$ cat config.mk
export PLATFORM = sky130hd
export DESIGN_NAME = fetch_unit
export DESIGN_NICKNAME = d
export VERILOG_FILES = /design/src/rtl/fetch_unit.sv
export SDC_FILE = /design/constraint.sdc
export NUM_CORES = 1
export LEC_CHECK = 0
export BUFFER_PORTS_ARGS = -buffer_cell sky130_fd_sc_hd__buf_2
export CAP_MARGIN = 20
export CORE_AREA = 2 2 145 147
export DETAILED_ROUTE_END_ITERATION = 8
export DIE_AREA = 0 0 147 149
export PLACE_DENSITY = 0.54
export SLEW_MARGIN = 20
export SYNTH_ARGS = -nofsm -noshare
export SYNTH_HDL_FRONTEND = slang
export SYNTH_SLANG_ARGS = --single-unit
$ cat constraint.sdc
create_clock -name clk -period 2.5 [get_ports clk]
set_input_delay 0 -clock clk [delete_from_list [all_inputs] [get_ports clk]]
set_output_delay 0 -clock clk [all_outputs]
set_load 0.1 [all_outputs]
$ cat src/rtl/fetch_unit.sv
// -----------------------------------------------------------------------------
// fetch_unit
//
// Instruction-fetch stage sitting between a synchronous instruction ROM and the
// datapath. It owns the program counter, drives the ROM word address plus a
// hold line (the ROM keeps its address register while hold is high), and
// presents each fetched instruction with its byte PC and a valid flag.
// Redirects (branch/jal/jalr), stalls and a HALT opcode are handled here, and a
// saturating retired-instruction counter is maintained.
//
// Ports
//   clk            in   1       system clock, all state on posedge
//   reset          in   1       synchronous, active-high
//   stall_i        in   1       datapath not ready; hold current instruction
//   redirect_i     in   1       take redirect_pc_i as next PC
//   redirect_pc_i  in   32      redirect byte target, bits [1:0] forced to 0
//   imem_addr_o    out  ADDR_W  ROM word address (combinational)
//   imem_hold_o    out  1       ROM address-register hold (combinational)
//   imem_rdata_i   in   32      ROM data, valid 1 cycle after address capture
//   instr_o        out  32      current instruction (= imem_rdata_i)
//   pc_o           out  32      byte PC of instr_o
//   instr_valid_o  out  1       instr_o / pc_o meaningful
//   halted_o       out  1       HALT reached, sticky until reset
//   instr_count_o  out  32      retired instructions (saturating)
// -----------------------------------------------------------------------------
module fetch_unit #(
  parameter int          ADDR_W      = 6,
  parameter logic [31:0] RESET_PC    = 32'h0,
  parameter logic [6:0]  HALT_OPCODE = 7'h7F
) (
  input  logic              clk,
  input  logic              reset,
  input  logic              stall_i,
  input  logic              redirect_i,
  input  logic [31:0]       redirect_pc_i,
  output logic [ADDR_W-1:0] imem_addr_o,
  output logic              imem_hold_o,
  input  logic [31:0]       imem_rdata_i,
  output logic [31:0]       instr_o,
  output logic [31:0]       pc_o,
  output logic              instr_valid_o,
  output logic              halted_o,
  output logic [31:0]       instr_count_o
);

  typedef enum logic [1:0] {
    S_FILL = 2'd0,
    S_RUN  = 2'd1,
    S_HALT = 2'd2
  } state_t;

  localparam logic [31:0] COUNT_MAX = 32'hFFFF_FFFF;

  state_t      state;
  state_t      state_next;
  logic [31:0] fetch_pc;       // next byte PC to issue to the ROM
  logic [31:0] fetch_pc_next;
  logic [31:0] pc_q;           // byte PC of the word now on imem_rdata_i
  logic [31:0] pc_q_next;
  logic [31:0] count;
  logic [31:0] count_next;
  logic        count_inc;

  logic [31:0] target;         // word-aligned redirect target
  logic [31:0] issue_pc;       // byte PC whose word address goes to the ROM
  logic        hold;
  logic        halt_det;

  assign target   = {redirect_pc_i[31:2], 2'b00};
  assign halt_det = (state == S_RUN) && (imem_rdata_i[6:0] == HALT_OPCODE);

  // ---------------------------------------------------------------------------
  // Next-state / issue logic
  // ---------------------------------------------------------------------------
  // NOTE: every signal written here gets a default first, so no path through
  // the case statement can leave one unassigned and infer a latch.
  always_comb begin
    state_next    = state;
    fetch_pc_next = fetch_pc;
    pc_q_next     = pc_q;
    count_inc     = 1'b0;
    issue_pc      = fetch_pc;
    hold          = 1'b0;

    unique case (state)
      S_FILL: begin
        // Prime the ROM pipeline; stall and redirect have nothing to act on yet.
        pc_q_next     = fetch_pc;
        fetch_pc_next = fetch_pc + 32'd4;
        state_next    = S_RUN;
      end

      S_RUN: begin
        if (halt_det) begin
          // HALT retires and wins over anything the datapath asks for.
          hold       = 1'b1;
          count_inc  = 1'b1;
          state_next = S_HALT;
        end else if (redirect_i) begin
          // Issue the target directly so it is on the ROM output next cycle.
          issue_pc      = target;
          pc_q_next     = target;
          fetch_pc_next = target + 32'd4;
          // A simultaneous stall means the current instruction did not retire.
          count_inc     = !stall_i;
        end else if (stall_i) begin
          hold = 1'b1;
        end else begin
          pc_q_next     = fetch_pc;
          fetch_pc_next = fetch_pc + 32'd4;
          count_inc     = 1'b1;
        end
      end

      S_HALT: begin
        hold = 1'b1;
      end

      default: begin
        state_next = S_FILL;
      end
    endcase
  end

  assign count_next = (count_inc && (count != COUNT_MAX)) ? count + 32'd1 : count;

  // ---------------------------------------------------------------------------
  // State registers
  // ---------------------------------------------------------------------------
  // NOTE: sequential state uses non-blocking assignments so every register
  // samples the pre-edge values, independent of statement order.
  always_ff @(posedge clk) begin
    if (reset) begin
      state    <= S_FILL;
      fetch_pc <= RESET_PC;
      pc_q     <= RESET_PC;
      count    <= '0;
    end else begin
      state    <= state_next;
      fetch_pc <= fetch_pc_next;
      pc_q     <= pc_q_next;
      count    <= count_next;
    end
  end

  // ---------------------------------------------------------------------------
  // Outputs
  // ---------------------------------------------------------------------------
  // Reset is synchronous, so the registers may still hold pre-reset values in
  // the reset cycle itself; gating with reset keeps the outputs quiet then too.
  assign imem_addr_o   = reset ? RESET_PC[ADDR_W+1:2] : issue_pc[ADDR_W+1:2];
  assign imem_hold_o   = hold && !reset;
  assign instr_o       = imem_rdata_i;
  assign pc_o          = pc_q;
  assign instr_valid_o = (state == S_RUN) && !reset;
  assign halted_o      = (state == S_HALT) && !reset;
  assign instr_count_o = reset ? 32'd0 : count;

endmodule

==> metrics.json <==
{
  "powerDensity_mw_per_mm2": 906,
  "cts-buffers-inserted": 9,
  "post_cts_repair_timing_setup_buffer_count": 0,
  "yosys.cell_count.top_type": "sky130_fd_sc_hd__nand2_1",
  "finalWorstSetupSlack_ns": 0.190,
  "cts-root-buf": "sky130_fd_sc_hd__clkbuf_16",
  "synth.top_cells.by_area": "sky130_fd_sc_hd__dfxtp_1 (31%), sky130_fd_sc_hd__nand2_1 (7.1%), sky130_fd_sc_hd__nor2_1 (4.9%), sky130_fd_sc_hd__a311oi_1 (4.4%), sky130_fd_sc_hd__mux2_2 (4.2%)",
  "synth.ff_latch_count": 95,
  "critical_path.endpoint_type": "register",
  "power.net_switching_uw": 3480,
  "async_reset_ff_share_pct": 0,
  "gr_peak_layer": "met2",
  "floorplan.die.width_um": 147,
  "crit_required_ns": 2.75,
  "power_report.internal_total_uw": 3500,
  "worst_skew_pair_later_pin_latency_ns": 0.36,
  "clkTransAtPathRegs_ns": 0.07,
  "area_delta_synth_final_pct": 23.9,
  "globalRouteMet1Util_pct": 23.1,
  "worst_slew_pin_slew_ns": 0.677,
  "detail_route.drc_violations": 0,
  "layout_min_cycle_time_ns": 2.31,
  "mappedNetlistNets": 890,
  "synth_top_area_share_pct": 30.6,
  "detail_route.iter0.violations": 359,
  "rsz0062_at_grt": "no",
  "timing.critical_path.slowest_stage_cell": "sky130_fd_sc_hd__or4b_4",
  "gr-usage-met2_pct": 28.6,
  "crit_chain": "ha_1 -> inv_1 -> or3_4 -> or4b_4 -> nor3_1 -> mux2_2",
  "count_of_cell_types_in_the_netlist": 64,
  "timing.final.hold_violations": 0,
  "wl_cell_um": 15.7,
  "chipHeight_um": 149,
  "ir_drop_worst_case_vdd_mv": 0.392,
  "critical_path_class": "register to register",
  "drive_gt1_share_pct": 23.9,
  "antenna_found_initial": 0,
  "initial_utilization_pct": 30.2,
  "cp_slowest_stage_delay_ns": 0.54,
  "drt_pre_antenna_iters": 5,
  "post-route-cell-area_mm2": 0.00771,
  "overflow": 0,
  "max-clock-path-buffers": 2,
  "power.share.sequential_pct": 28.9,
  "clock-sinks": 95,
  "grt_pass1_wl_um": 30800,
  "grt_start_max_net_pins": 70,
  "combPwrFrac_pct": 51.9,
  "synth.yosys.seq_area_share_pct": 30.6,
  "synth_flop_cell": "sky130_fd_sc_hd__dfxtp_1",
  "p_clk_share_pct": 19.2,
  "nNetsFinal": 995,
  "run_status": "complete, no violations",
  "cts_htree_levels": 3,
  "total_leakage_power_uw": 0.00287,
  "timing.hold.worst.class": "input pin to output port",
  "setup_viol": 0,
  "worst_setup_path_start_kind": "register",
  "rows": 53,
  "antenna_cells_inserted": 0,
  "drt_wl_total_um": 18900,
  "all_layer_global_routing_usage_pct": 17.2,
  "post-route-period-util_pct": 92.4,
  "maxCapViolCount": 0,
  "worst_clock_skew_on_the_final_layout_ns": 0.0125,
  "dpl.hpwl_um": 13500,
  "timing.critical_path.arrival_ns": 2.56,
  "design.core.area_mm2": 0.0206,
  "synth_top_cells_by_count": "sky130_fd_sc_hd__nand2_1 (117), sky130_fd_sc_hd__dfxtp_1 (95), sky130_fd_sc_hd__nor2_1 (81)",
  "drt.antenna.violating_nets": 0,
  "syn_area_per_cell_um2": 7.64,
  "route.detailed.vias_per_inst": 5.27,
  "post_synth_instance_area_mm2": 0.00622,
  "synth.yosys.warnings": 0,
  "gr-usage-met3_pct": 3.21,
  "pre_cts_slack_ns": 0.169,
  "syn-instance-count": 814,
  "synth_top_area_cell": "sky130_fd_sc_hd__dfxtp_1",
  "pin_count": 173,
  "via_count_of_the_first_global_routing_pass": 5988,
  "synth-edff-count": 0,
  "netSwitchingFraction_pct": 49.8,
  "clock.fmax_ghz": 0.433,
  "dpl_cell_area_mm2": 0.00716,
  "placer_s_final_routability_congestion_estimate": 0.842,
  "slew_hr_pct": 54.8,
  "report.power.total_uw": 6980,
  "slew_viol_final": 0,
  "portBuffers": 120,
  "tritoncts": "built",
  "setup_tns_ns": 0,
  "vias": 6319,
  "maximum_fanout_along_the_worst_path": 5,
  "design.die.area_mm2": 0.0219
}
==> worst max-delay path: cells and delay by family, from the launching register on <==
family	cells	cell delay, ns
flops	1	0.39
fa+ha+maj	1	0.24
mux	1	0.35
simple gates	3	1.16
buf+inv	1	0.08
==> path summary, 6_finish.rpt <==
kind                                      start         end  slack, ns  cells past startpoint
worst min-delay path            imem_rdata_i[9]  instr_o[9]    0.00004                      0
worst max register to register         count[0]   count[22]       0.19                      6
worst min register to register         pc_o[21]    pc_o[21]       0.49                      2
worst max-delay path                   count[0]   count[22]       0.19                      6
==> state kept, by name, indices dropped and copies added, names as in the netlist <==
name      flops
pc_o         31
count        32
state         2
fetch_pc     30
==> kinds of logic after synthesis <==
logic type,Yosys count,share of synthesized area [%]
adders and majority gates,8,1.61
xor gates and xnor gates,16,2.25
DFF,95,30.6
and+or+nand+nor,395,33.3
muxes,26,4.65
buffers and inverters,102,8.39
AOI/OAI and AO/OA,172,19.2
==> power by group through the flow <==
stage               Sequential, uW  Combinational (uW)  Clock, uW
finish                        2020                3620       1340
global placement              2050                3600          0
detailed placement            2050                3600          0
CTS                           2020                3640       1380
global route                  2060                3910       1440
floorplan                     2980                1900          0
==> metrics by stage <==
stage | hold slack [ns] | instances | util, %
floorplan | 0.160 | 814 | -
finish | 0.0000385 | 1199 | 37.5
global route | 0.000143 | 1199 | 37.5
global placement | 0.000681 | 1156 | 34.8
CTS | 0.000681 | 1199 | 37.5
detailed placement | 0.000681 | 1156 | 34.8
==> layout by cell type, fill, tap and decap left out, types with 9 or more instances in the layout <==
cell type,n
sky130_fd_sc_hd__buf_2,113
sky130_fd_sc_hd__buf_4,30
sky130_fd_sc_hd__a31oi_1,14
sky130_fd_sc_hd__nor3_1,28
sky130_fd_sc_hd__buf_12,10
sky130_fd_sc_hd__and4_1,12
sky130_fd_sc_hd__nor2b_1,32
sky130_fd_sc_hd__nand4_1,19
sky130_fd_sc_hd__clkbuf_16,9
sky130_fd_sc_hd__or3_1,10
sky130_fd_sc_hd__inv_1,16
sky130_fd_sc_hd__o21ai_0,32
sky130_fd_sc_hd__nor2_1,80
sky130_fd_sc_hd__nor4_1,22
sky130_fd_sc_hd__nand2_1,116
sky130_fd_sc_hd__dlygate4sd3_1,27
sky130_fd_sc_hd__o31a_1,10
sky130_fd_sc_hd__nand3_1,32
sky130_fd_sc_hd__mux2_2,23
sky130_fd_sc_hd__a21oi_1,30
sky130_fd_sc_hd__xnor2_1,10
sky130_fd_sc_hd__a311oi_1,31
sky130_fd_sc_hd__dfxtp_1,95
sky130_fd_sc_hd__a211oi_1,10
==> layer usage <==
metal,vias up,part of all wire [%]
met1,2955,47
li1,3177,-
met2,170,46
met4,0,1.1
met5,-,0
met3,17,5.3
==> final cells by class <==
type / instances / area, um^2
Clock buffer: 11 / 243
Timing Repair Buffer: 180 / 1260
Tap cell: 275 / 344
Multi-Input combinational cell: 617 / 3860
Inverter: 16 / 60.1
Sequential cell: 95 / 1900
Fill cell: 2176 / 12900
Clock inverter: 5 / 31.3
==> timing repair <==
action / 4_1_cts / 5_1_grt
hold endpoints to repair: 29 / 0
setup endpoints to repair: 0 / 8
resized for setup: 0 / 2
hold buffers: 27 / 0
Power figures use the tool's default switching activity.
